File: src/rtl/cdc_handshake_tx.sv
// Source side of a toggle request/acknowledge multi-bit clock-domain crossing.
// Captures one word, holds it on xfer_data, toggles xfer_req and waits for the echoed ack.
module cdc_handshake_tx #(
  parameter int DATA_W      = 16,
  parameter int TIMEOUT_CYC = 200
) (
  input  logic              clk,
  input  logic              rst,
  input  logic              in_valid,
  input  logic [DATA_W-1:0] in_data,
  output logic              in_ready,
  output logic [DATA_W-1:0] xfer_data,
  output logic              xfer_req,
  input  logic              ack_sync,
  output logic              done_pulse,
  output logic              busy,
  output logic              timeout_err,
  output logic              protocol_err,
  input  logic              err_clr
);

  localparam int CNT_W = (TIMEOUT_CYC > 2) ? $clog2(TIMEOUT_CYC) : 1;
  localparam logic [CNT_W-1:0] CNT_LOAD = CNT_W'(TIMEOUT_CYC - 1);
  localparam logic [CNT_W-1:0] CNT_ZERO = CNT_W'(0);
  localparam logic [CNT_W-1:0] CNT_ONE  = CNT_W'(1);

  typedef enum logic [1:0] {
    ST_IDLE  = 2'd0,
    ST_SETUP = 2'd1,
    ST_WAIT  = 2'd2
  } state_e;

  state_e            state_q, state_d;
  logic [DATA_W-1:0] xfer_data_q, xfer_data_d;
  logic              xfer_req_q, xfer_req_d;
  logic [CNT_W-1:0]  cnt_q, cnt_d;
  logic              done_q, done_d;
  logic              timeout_err_q, timeout_err_d;
  logic              protocol_err_q, protocol_err_d;

  logic              accept_s;
  logic              ack_match_s;
  logic              timeout_hit_s;
  logic              spurious_ack_s;

  assign accept_s    = in_valid & in_ready;
  assign ack_match_s = (ack_sync == xfer_req_q);

  // State register
  always_ff @(posedge clk) begin
    if (rst) begin
      state_q <= ST_IDLE;
    end else begin
      state_q <= state_d;
    end
  end

  // Next-state logic
  always_comb begin
    state_d = state_q;
    case (state_q)
      ST_IDLE: begin
        if (accept_s) begin
          state_d = ST_SETUP;
        end else begin
          state_d = ST_IDLE;
        end
      end
      ST_SETUP: begin
        state_d = ST_WAIT;
      end
      ST_WAIT: begin
        if (ack_match_s) begin
          state_d = ST_IDLE;
        end else begin
          state_d = ST_WAIT;
        end
      end
      default: begin
        state_d = ST_IDLE;
      end
    endcase
  end

  // Status outputs decoded only from the state register
  always_comb begin
    in_ready = 1'b0;
    busy     = 1'b0;
    case (state_q)
      ST_IDLE: begin
        in_ready = 1'b1;
        busy     = 1'b0;
      end
      ST_SETUP, ST_WAIT: begin
        in_ready = 1'b0;
        busy     = 1'b1;
      end
      default: begin
        in_ready = 1'b0;
        busy     = 1'b0;
      end
    endcase
  end

  // Crossing bus, request toggle, timeout counter and completion pulse
  always_comb begin
    xfer_data_d   = xfer_data_q;
    xfer_req_d    = xfer_req_q;
    cnt_d         = cnt_q;
    done_d        = 1'b0;
    timeout_hit_s = 1'b0;
    case (state_q)
      ST_IDLE: begin
        if (accept_s) begin
          xfer_data_d = in_data;
          cnt_d       = CNT_LOAD;
        end else begin
          xfer_data_d = xfer_data_q;
          cnt_d       = cnt_q;
        end
      end
      ST_SETUP: begin
        // Data has had a full cycle to settle before the request edge
        xfer_req_d = ~xfer_req_q;
      end
      ST_WAIT: begin
        if (ack_match_s) begin
          done_d = 1'b1;
        end else if (cnt_q != CNT_ZERO) begin
          cnt_d = cnt_q - CNT_ONE;
        end else begin
          timeout_hit_s = 1'b1;
        end
      end
      default: begin
        done_d = 1'b0;
      end
    endcase
  end

  // Sticky error flags; a set condition beats a simultaneous clear
  always_comb begin
    spurious_ack_s = (state_q == ST_IDLE) && !ack_match_s;

    if (timeout_hit_s) begin
      timeout_err_d = 1'b1;
    end else if (err_clr) begin
      timeout_err_d = 1'b0;
    end else begin
      timeout_err_d = timeout_err_q;
    end

    if (spurious_ack_s) begin
      protocol_err_d = 1'b1;
    end else if (err_clr) begin
      protocol_err_d = 1'b0;
    end else begin
      protocol_err_d = protocol_err_q;
    end
  end

  // Datapath and flag registers
  always_ff @(posedge clk) begin
    if (rst) begin
      xfer_data_q    <= {DATA_W{1'b0}};
      xfer_req_q     <= 1'b0;
      cnt_q          <= CNT_ZERO;
      done_q         <= 1'b0;
      timeout_err_q  <= 1'b0;
      protocol_err_q <= 1'b0;
    end else begin
      xfer_data_q    <= xfer_data_d;
      xfer_req_q     <= xfer_req_d;
      cnt_q          <= cnt_d;
      done_q         <= done_d;
      timeout_err_q  <= timeout_err_d;
      protocol_err_q <= protocol_err_d;
    end
  end

  assign xfer_data    = xfer_data_q;
  assign xfer_req     = xfer_req_q;
  assign done_pulse   = done_q;
  assign timeout_err  = timeout_err_q;
  assign protocol_err = protocol_err_q;

endmodule
File: config.mk
export PLATFORM = sky130hd
export DESIGN_NAME = cdc_handshake_tx
export DESIGN_NICKNAME = d
export VERILOG_FILES = /design/src/rtl/cdc_handshake_tx.sv
export SDC_FILE = /design/constraint.sdc
export NUM_CORES = 1
export LEC_CHECK = 0
export ABC_AREA = 1
export CORE_MARGIN = 1
export CORE_UTILIZATION = 49
export CTS_CLUSTER_DIAMETER = 100
export DETAILED_ROUTE_END_ITERATION = 8
export GPL_TIMING_DRIVEN = 0
export HOLD_SLACK_MARGIN = 0.05
export PLACE_DENSITY = 0.93
export SLEW_MARGIN = 20
export SYNTH_ARGS = -nofsm -noshare
export SYNTH_HDL_FRONTEND = slang
export SYNTH_SLANG_ARGS = --single-unit
export TNS_END_PERCENT = 5
File: constraint.sdc
create_clock -name clk -period 3.6 [get_ports clk]
set_input_delay 0.72 -clock clk [delete_from_list [all_inputs] [get_ports clk]]
set_output_delay 0.72 -clock clk [all_outputs]
set_load 0.01 [all_outputs]
# After elaboration in Yosys (flattened, before gate mapping)
# Index checks and enable logic that the tools add are counted.
# totals
reg_bits	30
in_bits	21
out_inout_bits	22
# op_classes
add_sub_neg	1
n_eq_ne	6
n_mux	16
n_bitwise	3
n_reduce_logical	11
# ops
operator	n
$mux W8	3
$pmux W8 S2	1
$mux W1	10
$reduce_bool A8 Y1	1
$sub A8 B1 Y8 const B	1
$ne A2 B2 Y1 const B	3
$pmux W2 S3	1
$reduce_bool A2 Y1	3
$reduce_and A4 Y1	1
$reduce_or A2 Y1	2
$eq A2 B1 Y1 const B	1
$eq A2 B2 Y1 const B	1
$logic_not A2 Y1	1
$mux W2	1
$not A1 Y1	2
$reduce_and A2 Y1	1
$and A1 B1 Y1	1
$eq A1 B1 Y1	1
$logic_and A1 B1 Y1	1
$logic_not A1 Y1	1

# Longest topological paths before layout
# logic_depth
depth_word	5
ltp_mapped	10

# Worst setup path before layout
# Ideal clock, no wire load.
# synth_timing
path_kind	input -> register
startpoint	input in_valid
endpoint	register cnt_q[0]
t_arrival_ns	1.342
t_required_ns	3.482
path_slack_ns	2.140
stages	7
n_path_buf	0
cell_sequence	nand2_1 -> o21ai_2 -> nand2_2 -> inv_2 -> nand2_4 -> nor3_1 -> nor2_1
# synth_via
elab_chain_len	3
# synth_rtl
item	line	rtl
start: declaration	9	input logic in_valid,
$and A1 B1 Y1	46	assign accept_s = in_valid & in_ready;
$ne A2 B2 Y1 (no source line)	-	
$reduce_and A4 Y1 (no source line)	-	
end signal: assignment	174	cnt_q <= cnt_d;
end: declaration	36	logic [CNT_W-1:0] cnt_q, cnt_d;
# No other way between the ends.
# A chain may end at the register's enable or synchronous reset.

# Final worst setup path
# layout_timing
startpoint	register state_q[1]
endpoint	output in_ready
# layout_via
elab_chain_len	2
# layout_rtl
item	line	rtl
start: declaration	33	state_e state_q, state_d;
start signal: assignment	54	state_q <= state_d;
$logic_not A2 Y1	89	case (state_q)
$mux W1	89	
end: declaration	11	output logic in_ready,
# No other way between the ends.

==> run metrics <==
post-synthesis sequential area ratio=0.440; clock buffer count from CTS=5; die width=approximately 55 um; internal power=0.602 mW; Switching Share=0.291; leading cell type in the layout, fill and taps excluded=nor2_1; FF+latch area=601 um^2; TritonCTS clock tree=yes; Fin Clk Skew=0.00636 ns; initial core utilization=0.537; Antenna Cells=0; FF-to-FF path depth=7; min-delay src=protocol_err; Max Slew Vio Count=0; clock latency on the worst-skew pair=0.33 ns; Post-Syn Instances=188; post-cts resize count=0; Worst Hold Class=reg -> reg; DR WL/cell=11.7 um; Worst R2R Start=state_q[1]; Syn Nets=214; top area cells in the synthesized netlist=dfxtp_1, nor2_1, nand2_1; Final min period=approximately 2.4 ns; vias in the first global route=1157; WL final=roughly 3.1 mm; core area=0.00254 mm^2; Relative slew margins=0.639; number of buffers added on ports=42; DR pass1 iterations=4; synth unique cells=22; Synth area leader=dfxtp_1; Core Rows=18; Residual DRC=0; CP Class=reg -> out; fin area=0.00190 mm^2; layout net count=263; CTS clock-pin slew for the worst setup and hold paths=roughly 0.10 ns; Avg Inst Size Synth=7.27 um^2; Multi-input gate area=667 um^2; vias after detailed routing=1324; Startpoint Class=flip-flop; largest net degree at the start of global routing=11; Final Util=0.747; Ys Warns=0; Root Buffer=clkbuf_4; Crit. Startpoint=state_q[1]; cts-stage hold buffer count=0; Yosys top cell area share=0.440; combinational power share=0.245; Fin. Hold Viols=0; ANT nets after route=0; Worst EP arrival=1.63 ns; Avg Vias per Cell=4.94; Pwr Density=446 mW/mm^2; Max Clock Freq=425 MHz; Critical Path RT=2.88 ns; Worst-Margin Slew=approximately 0.54 ns; reg-to-reg slack, setup=1.84 ns; status=completed; Filler Cell Count=around 190; hold-critical path depth=2; layout cell share with drive strength beyond 1=0.0840; commonest cells after routing, fill and taps aside=nor2_1, clkdlybuf4s50_1, nand2_1, dfxtp_1, o21ai_0; final non-filler cell total=268; Final GP Congestion=0.812; Worst setup EP type=output pin; clk sinks=30; maximum VDD drop=approximately 0.4 mV; Leak Pwr=0.801 nW; Hold Slack=0.481 ns; RSZ-0062 raised after global routing=false; Final setup viols=0; first-pass GRT wire length=around 4.9 mm; Hold Path Sink=protocol_err; Layout area overhead=39.2%; initial antenna violation count=0; Post-Place Cell Area=roughly 0.0018 mm^2; CTS max path bufs=2; P_sw=between 0.2 and 0.25 mW; post-route clock period utilization=0.654; Worst R2R End=xfer_data[1]; total of max-cap violations=0; Cell Area, Synth=0.00137 mm^2; gr usage total=0.242; H-tree Lvls=2; #FFs+latches synth=30; Die Area=~0.003 mm^2; clock power share=0.311; Post-Place Cells=260; DR iter-0 viols=37; Die H=roughly 55 um; setup tns final=0 ns; Seq pwr share=0.443; number of top-level pins=43; post-DP HPWL=2.16 mm; Crit Path Max Fanout=4; total congestion overflow=0; Setup Fix Bufs, Post-CTS=0
-- critical path, stage by stage, from the launching register on --
cell and delay [ns]:
dfxtp_1 0.33, inv_1 0.10, ha_1 0.28, clkdlybuf4s50_1 0.59
-- state kept, by name (all words and copies together) (netlist names) --
register	count
cnt_q	8
done_pulse	1
protocol_err	1
state_q	2
timeout_err	1
xfer_data	16
xfer_req	1
-- cell families (layout without fill, tap and decap cells) --
group	count (synthesis)	count (layout)	share of synthesized area
XOR/XNOR	1	1	0.00641
AO/OA/AOI/OAI	33	33	0.132
flip-flops	30	30	0.440
buffers and inverters	24	74	0.0723
AND/OR/NAND/NOR	95	95	0.304
adder cells (fa/ha/maj)	5	5	0.0458
-- cell usage after synthesis (all sizes together) --
cell and number:
a21oi 12, buf 2, clkbuf 3, dfxtp 30, ha 5, inv 19, nand2 34, nand3 9
nand4 2, nor2 47, nor3 3, o21ai 21, xnor2 1
-- per-layer routing --
metal,vias up,part of all wire,GRT usage
met5,-,0,0
met4,0,0.016,0.107
met3,6,0.093,0.122
met2,55,0.48,0.398
met1,568,0.41,0.255
li1,695,-,-
-- cell type report --
class	count	area share
multi-input combinational	134	0.351
sequential	30	0.316
timing repair buffer	42	0.221
inverter	19	0.0375
clock inverter	3	0.0211
clock buffer	5	0.0197
tap	30	0.0197
buffer	5	0.0145
-- worst max-delay path by stage --
stage          slack [ns]  depth (start not counted)           end
2_1_floorplan        2.14                          7      cnt_q[0]
3_3_place_gp         1.48                          6  xfer_data[9]
3_5_place_dp         1.43                          6  xfer_data[1]
4_1_cts              1.23                          3      in_ready
5_1_grt              1.13                          3      in_ready
6_report             1.25                          3      in_ready
-- power by group through the flow --
stage                     registers (mW)  logic, mW  clock network [mW]
after floorplan                    0.390      0.112                   0
after global placement             0.382      0.201                   0
after detailed placement           0.383      0.206                   0
after CTS                          0.376      0.209               0.271
after global routing               0.380      0.232               0.286
final                              0.376      0.208               0.264
-- per-stage QoR --
stage | power [mW] | setup WS (ns)
floorplan | 0.502 | 2.14
global placement | 0.583 | 1.48
detailed placement | 0.589 | 1.43
CTS | 0.856 | 1.23
global route | 0.897 | 1.13
finish | 0.849 | 1.25
Power figures use the tool's default switching activity.
